**src/rtl/multi_result_buf.sv**
```systemverilog
// First-word-fall-through result buffer behind the shift-add multiplier pipeline.
// It never stalls the pipeline; when full it drops the incoming product and sets a sticky overflow flag.
// Optional: define MULTI_DROP_CNT_EN to add the saturating 8-bit drop_cnt output.
module multi_result_buf #(
    parameter int M     = 4,
    parameter int N     = 4,
    parameter int DEPTH = 4
) (
    input  logic                       clk,
    input  logic                       rst_n,
    input  logic [M+N-1:0]             in_prod,
    input  logic                       in_vld,
    output logic [M+N-1:0]             out_data,
    output logic                       out_vld,
    input  logic                       out_rdy,
    output logic                       full,
    output logic                       empty,
    output logic [$clog2(DEPTH):0]     count,
    output logic                       ovf,
    input  logic                       clr_ovf
`ifdef MULTI_DROP_CNT_EN
    ,
    output logic [7:0]                 drop_cnt
`endif
);

    localparam int W  = M + N;
    localparam int AW = $clog2(DEPTH);
    localparam int CW = AW + 1;

    logic [W-1:0]  r_mem [DEPTH];
    logic [AW-1:0] r_wr_ptr;
    logic [AW-1:0] r_rd_ptr;
    logic [CW-1:0] r_count;
    logic          r_ovf;

    logic w_full;
    logic w_empty;
    logic w_pop;
    logic w_push;
    logic w_drop;

    assign w_full  = (r_count == CW'(DEPTH));
    assign w_empty = (r_count == '0);

    // A pop frees a slot in the same edge, so a full buffer can still accept
    // a word while it is being drained.
    assign w_pop  = !w_empty & out_rdy;
    assign w_push = in_vld & (!w_full | w_pop);
    assign w_drop = in_vld & w_full & !w_pop;

    always_ff @(posedge clk or negedge rst_n) begin
        if (!rst_n) begin
            for (int i = 0; i < DEPTH; i++) begin
                r_mem[i] <= '0;
            end
        end else if (w_push) begin
            r_mem[r_wr_ptr] <= in_prod;
        end
    end

    always_ff @(posedge clk or negedge rst_n) begin
        if (!rst_n) begin
            r_wr_ptr <= '0;
            r_rd_ptr <= '0;
        end else begin
            if (w_push) begin
                r_wr_ptr <= r_wr_ptr + 1'b1;
            end
            if (w_pop) begin
                r_rd_ptr <= r_rd_ptr + 1'b1;
            end
        end
    end

    always_ff @(posedge clk or negedge rst_n) begin
        if (!rst_n) begin
            r_count <= '0;
        end else begin
            case ({w_push, w_pop})
                2'b10:   r_count <= r_count + 1'b1;
                2'b01:   r_count <= r_count - 1'b1;
                default: r_count <= r_count;
            endcase
        end
    end

    // Set has priority so a drop in the clearing cycle is never lost.
    always_ff @(posedge clk or negedge rst_n) begin
        if (!rst_n) begin
            r_ovf <= 1'b0;
        end else if (w_drop) begin
            r_ovf <= 1'b1;
        end else if (clr_ovf) begin
            r_ovf <= 1'b0;
        end
    end

`ifdef MULTI_DROP_CNT_EN
    logic [7:0] r_drop_cnt;

    always_ff @(posedge clk or negedge rst_n) begin
        if (!rst_n) begin
            r_drop_cnt <= '0;
        end else if (w_drop && (r_drop_cnt != 8'hFF)) begin
            r_drop_cnt <= r_drop_cnt + 8'd1;
        end
    end

    assign drop_cnt = r_drop_cnt;
`endif

    assign out_data = r_mem[r_rd_ptr];
    assign out_vld  = !w_empty;
    assign full     = w_full;
    assign empty    = w_empty;
    assign count    = r_count;
    assign ovf      = r_ovf;

endmodule

```
**config.mk**
```make
export PLATFORM = sky130hd
export DESIGN_NAME = multi_result_buf
export DESIGN_NICKNAME = d
export VERILOG_FILES = /design/src/rtl/multi_result_buf.sv
export SDC_FILE = /design/constraint.sdc
export NUM_CORES = 1
export LEC_CHECK = 0
export CORE_ASPECT_RATIO = 0.9
export CORE_MARGIN = 2
export CORE_UTILIZATION = 30
export CTS_BUF_LIST = sky130_fd_sc_hd__clkbuf_4
export CTS_CLUSTER_SIZE = 40
export DETAILED_ROUTE_END_ITERATION = 6
export PLACE_DENSITY_LB_ADDON = 0.05
export SLEW_MARGIN = 15
export SYNTH_ARGS = -nofsm -noshare
export SYNTH_HDL_FRONTEND = slang
export SYNTH_SLANG_ARGS = --single-unit
```
**constraint.sdc**
```tcl
create_clock -name clk -period 2.52 [get_ports clk]
set_clock_uncertainty 0.15 [all_clocks]
set_input_delay 0.504 -clock clk [delete_from_list [all_inputs] [get_ports clk]]
set_output_delay 0.504 -clock clk [all_outputs]
set_load 0.005 [all_outputs]
```
==> flow_summary.json <==
{
  "outcome": "complete, no violations",
  "timing_worst_setup_path_type": "reg2out",
  "r2r-start": "count[0]",
  "final_util": 0.406,
  "pre_cts_ws_ns": -0.0932,
  "cp-start-kind": "flip-flop",
  "use_met1": 0.167,
  "period_share": 0.955,
  "yosysTopAreaCellShare": 0.542,
  "netlist_area_um2": 1850,
  "syn2layout_area_growth_pct": 33.0,
  "ys_seq_elements": 40,
  "vias": 1147,
  "synth_top_family_by_area": "multiplexers",
  "stdcell_area_um2": 2450,
  "max_cap_violations": 0,
  "grt_overflow": 0,
  "fillerInstances": 568,
  "drive_above_1_share": 0.472,
  "gp_congestion": 0.645,
  "syn-num-nets": 139,
  "fmax_mhz": 415,
  "peakVddDrop_v": 0.000432,
  "reg2reg_depth": 9,
  "min_from": "r_mem[11]",
  "worstMarginPinSlew_ns": 0.266,
  "rows": 27,
  "hpwl_mm": 2.72,
  "hold_viol_final": 0,
  "synth_cell_type_count": 20,
  "grt_pass1_wl_mm": 6.38,
  "worst_setup_path_end_kind": "primary output",
  "cp.required_ns": 1.87,
  "p_leak_nw": 1.10,
  "ys_seq_area_frac": 0.542,
  "drc_errors": 0,
  "r2r_setup_slack_ns": 0.27,
  "first_iter_violations": 20,
  "clkTransAtPathRegs_ns": 0.12,
  "avgSynthCellArea_um2": 15.4,
  "grt_pass1_vias": 1257,
  "tritoncts": "yes",
  "yosys.area.top_type": "dfrtp_1",
  "first_pass_iters": 4,
  "tns_ns": 0,
  "portBuffers": 27,
  "hold_depth": 1,
  "clockBufferDepth": 2,
  "use_met2": 0.199,
  "synth_mux_area_frac": 0.304,
  "wl_mm": 3.84,
  "layout_setup_ws_ns": 0.113,
  "path_max_fanout": 6,
  "final.min_clock_period_ns": 2.41,
  "cts_buffers": 5,
  "die_area_um2": 6800,
  "dpl-instance-area_um2": 2290,
  "cts_root_buf": "clkbuf_4",
  "synth_xor_area_frac": 0.0285,
  "synth_cells": 120,
  "holdPathEnd": "r_mem[11]",
  "synthSimpleGateAreaFrac": 0.0529,
  "min_path_type": "reg2reg",
  "dieWidth_um": 86.7,
  "initial_core_util": 0.305,
  "clock_latency_ns": 0.34,
  "ant_nets": 0,
  "gr-usage-all-layers": 0.127,
  "grt_setup_unrepaired": "false",
  "pwr_density_cell_nw_per_um2": 1250,
  "relSlewSlack": 0.823,
  "synthTopCellsByArea": "dfrtp_1, mux2_2, mux4_2, ha_1, inv_1",
  "synth-compound-area-share": 0.00814,
  "finalMaxSlewViolations": 0,
  "cts_max_level": 2,
  "ys.warnings.count": 0,
  "synth_fa_ha_area_frac": 0.0447,
  "r2r-end": "count[2]",
  "hold_slack_ns": 0.368,
  "worstPathArrival_ns": 1.75,
  "via_per_inst": 4.63,
  "wl_per_cell_um": 15.5,
  "io_pins": 28,
  "grt_start_max_net_pins": 18,
  "diodes": 0,
  "busiest_layer": "met2",
  "final_nets": 194,
  "setup_violations": 0,
  "core_area_um2": 6050,
  "antenna_found_initial": 0,
  "fp.dieH_um": 78.4,
  "use_met3": 0.0389,
  "clock-sinks": 40
}
layer usage:
layer	wire, um	up-vias
li1	-	536
met1	1800	589
met2	1860	17
met3	119	5
met4	56	0
met5	0	-
placed cells by master, fill, tap and decap left out, types with 2 or more instances in the layout:
master,n
dlymetal6s2s_1,2
buf_6,2
buf_4,20
inv_1,7
mux4_2,8
dlygate4sd2_1,7
clkbuf_4,5
ha_1,5
dfrtp_2,3
nor2_2,4
clkdlybuf4s50_1,17
nand2_1,6
mux2_2,33
xor2_1,3
dfrtp_1,37
xnor2_1,3
how the worst max path moves through the flow:
| stage | slack [ns] | cells past startpoint | start | endpoint |
|---|---|---|---|---|
| 6_report | 0.11 | 4 | r_rd_ptr[0] | out_data[5] |
| 5_1_grt | 0.02 | 4 | r_rd_ptr[0] | out_data[0] |
| 4_1_cts | 0.0002 | 3 | r_rd_ptr[0] | out_data[4] |
| 3_5_place_dp | -0.09 | 9 | out_rdy | count[2] |
| 3_3_place_gp | -0.04 | 9 | out_rdy | count[2] |
| 2_1_floorplan | 0.24 | 8 | out_rdy | count[2] |
state kept, by name, indices dropped and copies added (netlist names):
| register | cells |
|---|---|
| ovf | 1 |
| r_rd_ptr | 2 |
| r_mem | 32 |
| r_wr_ptr | 2 |
| count | 3 |
layout make-up:
class | count | area (um2) | share of cell area
inverter | 7 | 26.3 | 0.0107
multi-input combinational | 71 | 810 | 0.330
sequential | 40 | 1000 | 0.409
tap | 72 | 90.1 | 0.0367
timing repair buffer | 50 | 444 | 0.181
clock inverter | 3 | 42.5 | 0.0173
clock buffer | 5 | 37.5 | 0.0153
Yosys cell counts (all sizes together):
cell / count
buf: 2
fa: 1
inv: 7
dfrtp: 40
ha: 5
or3: 1
nand2: 6
mux2i: 1
nor4b: 1
xnor2: 3
o21ai: 1
o31a: 1
xor2: 3
and3: 1
mux4: 8
mux2: 33
or2b: 1
nor2: 5
report_power, final:
group / total (W) / switching [W] / internal (W)
logic: 0.00149 / 0.000527 / 0.000965
registers: 0.00116 / 0.000184 / 0.000974
clock network: 0.000424 / 0.000217 / 0.000207
total: 0.00307 / 0.000928 / 0.00215
stage by stage:
stage          total power (W)  instances
5_1_grt                0.00331        248
3_5_place_dp           0.00266        230
4_1_cts                0.00311        245
3_3_place_gp           0.00261        230
2_1_floorplan          0.00199        120
6_report               0.00307        248
what timing repair did:
action                                  CTS  global route
endpoints found under the hold margin     9             0
setup buffers                             6             3
endpoints found under the setup margin    6             5
pin swaps                                 0             0
gates resized for setup                  11             3
hold buffers                              1             0
worst max-delay path, stage by stage (launching register included):
cell           delay, ns
dfrtp_1             0.38
buf_6               0.14
buf_4               0.11
mux4_2              0.49
dlygate4sd2_1       0.28
logic make-up after synthesis:
kind of cell / count (synthesis)
and+or+nand+nor: 15
xor gates and xnor gates: 6
DFF: 40
buffers and inverters: 9
AOI/OAI and AO/OA: 2
adders and majority gates: 6
muxes: 42
Note: power is estimated with default switching activity, not from simulation.
